### config.mk
export PLATFORM = sky130hd
export DESIGN_NAME = lc3_mem_access_seq
export DESIGN_NICKNAME = d
export VERILOG_FILES = /design/src/rtl/lc3_mem_access_seq.sv
export SDC_FILE = /design/constraint.sdc
export NUM_CORES = 1
export LEC_CHECK = 0
export CAP_MARGIN = 40
export CORE_ASPECT_RATIO = 0.8
export CORE_MARGIN = 2
export CORE_UTILIZATION = 25
export CTS_BUF_LIST = sky130_fd_sc_hd__clkbuf_16
export DETAILED_ROUTE_END_ITERATION = 16
export GPL_ROUTABILITY_DRIVEN = 1
export MAX_ROUTING_LAYER = met4
export PLACE_DENSITY_LB_ADDON = 0.25
export SETUP_SLACK_MARGIN = 0.05
export SLEW_MARGIN = 25
export SYNTH_ARGS = -nofsm -noshare
export SYNTH_HDL_FRONTEND = slang
export SYNTH_SLANG_ARGS = --single-unit
### constraint.sdc
create_clock -name clk -period 3.59 [get_ports clk]
set_clock_uncertainty 0.15 [all_clocks]
set_input_delay 0.359 -clock clk [delete_from_list [all_inputs] [get_ports clk]]
set_output_delay 0.359 -clock clk [all_outputs]
set_load 0.005 [all_outputs]
### src/rtl/lc3_mem_access_seq.sv
// LC3 MemAccess stage: sequences LD/ST/LDI/STI over a request/complete handshake.
// Optional per-access timeout enabled by defining MEM_TIMEOUT_EN.
module lc3_mem_access_seq #(
    parameter int ADDR_W         = 16,
    parameter int DATA_W         = 16,
    parameter int TIMEOUT_CYCLES = 64
) (
    input  logic              clk,
    input  logic              reset,
    input  logic              mem_start,
    input  logic [1:0]        mem_op,
    input  logic [ADDR_W-1:0] pcout,
    input  logic [DATA_W-1:0] M_Data,
    input  logic [DATA_W-1:0] Data_dout,
    input  logic              complete_data,
    output logic [ADDR_W-1:0] Data_addr,
    output logic [DATA_W-1:0] Data_din,
    output logic              Data_rd,
    output logic              Data_en,
    output logic [DATA_W-1:0] memout,
    output logic [1:0]        mem_state,
    output logic              mem_busy,
    output logic              mem_done,
    output logic              mem_err
);

    typedef enum logic [1:0] {
        S_RD   = 2'b00,
        S_IND  = 2'b01,
        S_WR   = 2'b10,
        S_IDLE = 2'b11
    } state_t;

    state_t            state_q, state_d;
    logic              store_q, store_d;
    logic [ADDR_W-1:0] addr_q, addr_d;
    logic [DATA_W-1:0] din_q, din_d;
    logic [DATA_W-1:0] memout_q, memout_d;
    logic              req_first_q, req_first_d;
    logic              done_q, done_d;
    logic              err_d;
    logic              in_access;

    assign in_access = (state_q != S_IDLE);

`ifdef MEM_TIMEOUT_EN
    localparam int CNT_W = $clog2(TIMEOUT_CYCLES + 1);
    localparam logic [CNT_W-1:0] LIMIT = CNT_W'(TIMEOUT_CYCLES - 1);

    logic [CNT_W-1:0] cnt_q, cnt_d;
    logic             err_q;
`endif

    always_comb begin
        state_d     = state_q;
        store_d     = store_q;
        addr_d      = addr_q;
        din_d       = din_q;
        memout_d    = memout_q;
        req_first_d = 1'b0;
        done_d      = 1'b0;
        err_d       = 1'b0;

        unique case (state_q)
            S_IDLE: begin
                if (mem_start) begin
                    addr_d      = pcout;
                    din_d       = M_Data;
                    store_d     = mem_op[0];
                    req_first_d = 1'b1;
                    if (mem_op[1])
                        state_d = S_IND;
                    else if (mem_op[0])
                        state_d = S_WR;
                    else
                        state_d = S_RD;
                end
            end
            S_IND: begin
                if (complete_data) begin
                    // Pointer fetched; the second access reuses the address register.
                    addr_d      = ADDR_W'(Data_dout);
                    req_first_d = 1'b1;
                    state_d     = store_q ? S_WR : S_RD;
                end
            end
            S_RD: begin
                if (complete_data) begin
                    memout_d = Data_dout;
                    done_d   = 1'b1;
                    state_d  = S_IDLE;
                end
            end
            S_WR: begin
                if (complete_data) begin
                    done_d  = 1'b1;
                    state_d = S_IDLE;
                end
            end
            default: state_d = S_IDLE;
        endcase

`ifdef MEM_TIMEOUT_EN
        cnt_d = cnt_q;
        if (req_first_d)
            cnt_d = '0;
        else if (in_access)
            cnt_d = cnt_q + 1'b1;

        // A completion landing on the limit cycle takes priority.
        if (in_access && !complete_data && cnt_q == LIMIT) begin
            err_d   = 1'b1;
            state_d = S_IDLE;
        end
`endif
    end

    always_ff @(posedge clk) begin
        if (!reset) begin
            state_q     <= S_IDLE;
            store_q     <= 1'b0;
            addr_q      <= '0;
            din_q       <= '0;
            memout_q    <= '0;
            req_first_q <= 1'b0;
            done_q      <= 1'b0;
        end else begin
            state_q     <= state_d;
            store_q     <= store_d;
            addr_q      <= addr_d;
            din_q       <= din_d;
            memout_q    <= memout_d;
            req_first_q <= req_first_d;
            done_q      <= done_d;
        end
    end

`ifdef MEM_TIMEOUT_EN
    always_ff @(posedge clk) begin
        if (!reset) begin
            cnt_q <= '0;
            err_q <= 1'b0;
        end else begin
            cnt_q <= cnt_d;
            err_q <= err_d;
        end
    end

    assign mem_err = err_q;
`else
    assign mem_err = err_d;
`endif

    assign Data_addr = addr_q;
    assign Data_din  = din_q;
    assign Data_rd   = (state_q != S_WR);
    assign Data_en   = in_access && req_first_q;
    assign memout    = memout_q;
    assign mem_state = state_q;
    assign mem_busy  = in_access;
    assign mem_done  = done_q;

endmodule

After elaboration in Yosys (flattened, before gate mapping)

Cells that the tools add are included.

Flip-flop bits (word level): 53
Output and inout port bits: 55

Equal/unequal tests: 8
Muxes and demuxes: 13
Reductions and logical operators: 9

Operators with widths:

| operator                                                         | count |
|---|---|
| 16-bit 2-to-1 mux                                                | 2 |
| 16-bit one-hot mux with 2 select lines                           | 1 |
| 2-bit 2-to-1 mux                                                 | 6 |
| 2-bit != test (second input constant)                            | 4 |
| 2-bit one-hot mux with 3 select lines                            | 1 |
| 2-bit AND reduction                                              | 3 |
| 3-bit AND reduction                                              | 2 |
| 2-bit == test (second input constant)                            | 2 |
| 2-bit by 1-bit == test with 1-bit output (second input constant) | 1 |
| 2-bit logical NOT                                                | 1 |
| 1-bit 2-to-1 mux                                                 | 2 |
| 2-bit by 1-bit != test with 1-bit output (second input constant) | 1 |
| 1-bit one-hot mux with 2 select lines                            | 1 |
| 2-bit nonzero test                                               | 1 |
| 2-bit OR reduction                                               | 1 |
| 1-bit logical AND                                                | 1 |

Depth between registers and ports, before layout

Word-level depth: 4
Depth in mapped cells: 6
Gate-level depth less buffers: 3

Worst setup path after synthesis

OpenSTA, ideal clock, no wires.

Path type: reg2reg
Start: register state_q[1], in the netlist mem_state[1]
End: register addr_q[10], in the netlist Data_addr[10]
Setup time: 0.115 ns
Arrival: 1.186 ns
Setup slack: 2.140 ns
Cell stages (with the launch flop): 6
Buffers on the path: 2
Path through: dfxtp_1 buf_6 nand3b_2 buf_6 o221a_2 o21a_1

Longest elaborated chain between the ends: 3
Elaborated cells between the ends (all ways): 7
Classes of those cells: 4 x eq/ne; 1 x mux; 2 x reduce/logical

RTL lines:

| element                                                                          | line | text |
|---|---|---|
| from (decl)                                                                      | 34   | `state_t state_q, state_d;` |
| from (signal assigned)                                                           | 128  | `state_q <= state_d;` |
| 2-bit by 1-bit == test with 1-bit output / 2-bit == test (equally long branches) | 64   | `unique case (state_q)` |
| 2-bit != test (no source line) / 2-bit nonzero test (equally long branches)      | --   |  |
| 3-bit AND reduction (no source line)                                             | --   |  |
| to (signal assigned)                                                             | 130  | `addr_q <= addr_d;` |
| to (decl)                                                                        | 36   | `logic [ADDR_W-1:0] addr_q, addr_d;` |

Parallel ways exist; a longest one is shown, timed or not.
A chain may end at the register's enable or synchronous reset.

Worst setup path after layout

Start: register state_q[0], in the netlist mem_state[0]
End: output Data_en

Longest elaborated chain between the ends: 2

RTL lines:

| element           | line | text |
|---|---|---|
| 2-bit != test     | 44   | `assign in_access = (state_q != S_IDLE);` |
| 1-bit logical AND | 157  | `assign Data_en = in_access && req_first_q;` |
| to (decl)         | 19   | `output logic Data_en,` |

Every way passes these cells.

==> flow_summary.ini <==
[timing]
worst-slew-pin-transition_ns = 0.6427
rsz_0062_raised_after_global_routing = no
count_of_endpoints_failing_setup_in_the_final_report = 0
final_min_period_over_clock_period_pct = 58.90
max_slew_margin_pct = 57.11
fin_setup_tns_ns = 0
fmaxAchievable_ghz = 0.4729
final_period_minus_worst_setup_slack_ns = 2.115
holdWs_ns = 0.3049
finalHoldViolCount = 0
slew_violations = 0

[grt]
grt_start_max_net_pins = 35
number_of_global_route_vias_before_repair = 1911
grt_pass1_wl_um = 9390
grt_util_all_layers_pct = 13.34
antenna_found_initial = 0
grt-ovfl-total = 0

[yosys]
netlist_area_before_placement_um2 = 2039
post_synthesis_cells = 225
mappedNetlistNets = 279
synth.ff_latch_count = 53
post_synth.cell_area_avg_um2 = 9.064
fraction_of_the_yosys_area_taken_by_sequential_cells_pct = 52.02
yosysUniqueCellTypes = 25
yosysWarnings = 0

[power]
p_sw_uw = 328.1
power.internal_mw = 1.061
power.leakage_nw = 1.190
pwr-share-seq_pct = 47.6
pwr-share-clk_pct = 32.0
power_frac_comb_pct = 20.4
switching_share_pct = 23.62
ir_drop_v = 0.0001913
power_per_cell_area_nw_per_um2 = 420.3

[floorplan]
floorplan.die.width_um = 105.0
core-area_um2 = 7910
design.die.area_um2 = 8901
placementRows = 29
die-height_um = 84.79
design.portCount = 109
initial_core_util_pct = 25.78

[clock_network]
post-cts-setup-buffers = 0
cts_inserted_buffers = 5
tritoncts = built
cts_htree_levels = 2
clkTransAtPathRegs_ns = 0.06
hold_buf_count_cts = 0
cts_num_sinks = 53
worstSkewPairLatency_ns = 0.28
cts_max_path_buffers = 2
ctsRootBufferMaster = clkbuf_16
post_cts.resized_instances = 0

[final_layout]
seq_area_um2 = 1061
numnets_final = 379
multi_input_comb_area_um2 = 859.6
area_growth_pct = 62.02
post_route_cell_area_um2 = 3304
final_cell_count_no_fill = 434
num-fill-cells = 829
drive_gt1_share_pct = 7.975
insertedDiodeCount = 0

[critical_path]
critPathLaunchType = register
worstSetupPathType = register to primary output
crit_path_max_incr_delay_ns = 0.60
worst-endpoint-required_ns = 3.08
path_max_fanout = 12
critPathArrivalTime_ns = 1.61
worstSetupEndpointType = primary output
timing.critical_path.slowest_stage_cell = dfxtp_1
cp_cell_sequence = nand2_1, and2_1, clkdlybuf4s50_1

[routing]
antenna_left = 0
detail_route.wirelength_um = 5744
dr.first_iter.drc_count = 42
route.vias.total = 1911
routedWlPerCell_um = 13.24
drc_errors = 0
detail_route.vias_per_cell = 4.403
first_pass_iters = 4

[placed_design]
dp_cells = 425
final_hpwl_from_detailed_placement_um = 4141
gp_congestion = 0.7558
placedInstanceArea_um2 = 3157
port_buffers = 107

[flow_run]
timing.max_cap.violations = 0

[hold_path]
hold_path_class = register to register

[status]
status = completed
==> Yosys cell counts (all sizes together) <==
cell type / instances / area share, %
nand3b: 1 / 0.55
nor2: 1 / 0.18
and2: 2 / 0.61
nand3: 2 / 0.74
clkinv: 1 / 0.18
o221a: 16 / 8.8
a21boi: 1 / 0.55
nor3b: 1 / 0.92
o21ai: 1 / 0.25
buf: 14 / 4.7
o211ai: 1 / 0.37
dfxtp: 53 / 52
and3: 1 / 0.31
nand2b: 4 / 1.2
or3b: 1 / 0.43
nand2: 68 / 13
o21a: 16 / 5.9
inv: 1 / 0.18
conb: 1 / 0.18
a21oi: 35 / 8.6
clkbuf: 4 / 0.74
==> area by class of cell <==
cell class | count | share of cell area, %
timing repair buffer | 111 | 33.43
sequential | 53 | 32.11
multi-input combinational | 152 | 26.01
tap | 108 | 4.089
clock buffer | 5 | 3.786
clock inverter | 3 | 0.3408
inverter | 2 | 0.2272
==> metal layers <==
layer	global-route usage, %	routed length, um	vias up
met3	4.270	367	2
met1	16.52	2739	883
li1	-	-	969
met2	21.72	2621	57
met4	2.182	15	0
met5	-	0	-
==> layout by cell type, fill, tap and decap left out, drive strengths merged <==
master,count
o21ai,1
clkinv,1
clkbuf,5
o21a,16
nand2b,4
a21boi,1
inv,4
nor3b,1
conb,1
and2,2
nand2,68
or3b,1
o211ai,1
o221a,16
and3,1
a21oi,35
nand3,2
clkdlybuf4s50,107
buf,4
dfxtp,53
nor2,1
nand3b,1
==> final timing paths <==
path                             start                         end  slack, ns  depth (start not counted)
min reg2reg    memout[12]$_SDFFE_PN0P_     memout[12]$_SDFFE_PN0P_       0.30                          2
max          mem_state[0]$_SDFFE_PN1P_                     Data_en       1.48                          3
min            memout[12]$_SDFFE_PN0P_     memout[12]$_SDFFE_PN0P_       0.30                          2
max reg2reg  mem_state[0]$_SDFFE_PN1P_  Data_addr[10]$_SDFFE_PN0P_       1.84                          3
==> kinds of logic after synthesis <==
kind of cell	count (synthesis)	share of synthesized area (%)
and+or+nand+nor	81	17.48
DFF	53	52.02
AOI/OAI and AO/OA	70	24.48
buffers and inverters	20	5.828
other	1	0.1839
==> power groups by stage <==
| stage | registers, mW | clock network, mW | logic (mW) |
|---|---|---|---|
| 3_3_place_gp | 0.673 | 0 | 0.282 |
| 2_1_floorplan | 0.669 | 0 | 0.119 |
| 5_1_grt | 0.667 | 0.482 | 0.309 |
| 4_1_cts | 0.661 | 0.465 | 0.286 |
| 6_report | 0.661 | 0.444 | 0.284 |
| 3_5_place_dp | 0.674 | 0 | 0.285 |
==> state kept, by name, summed over array words and instances, names as in the netlist <==
register / flops
Data_addr: 16
Data_din: 16
memout: 16
mem_state: 2
mem_done: 1
req_first_q: 1
store_q: 1
==> worst max-delay path, delay by kind of cell, from the launching register on <==
family | cells | cell delay (ns)
buf+inv | 1 | 0.44
flops | 1 | 0.60
simple gates | 2 | 0.29
==> per-stage QoR <==
stage	power [mW]	utilization [%]	worst slack [ns]
after floorplan	0.7880	-	2.140
after global placement	0.9553	39.91	1.401
after detailed placement	0.9592	39.91	1.309
after CTS	1.413	41.63	1.434
after global routing	1.459	41.77	1.373
final	1.389	41.77	1.475
Note: power is estimated with default switching activity, not from simulation.
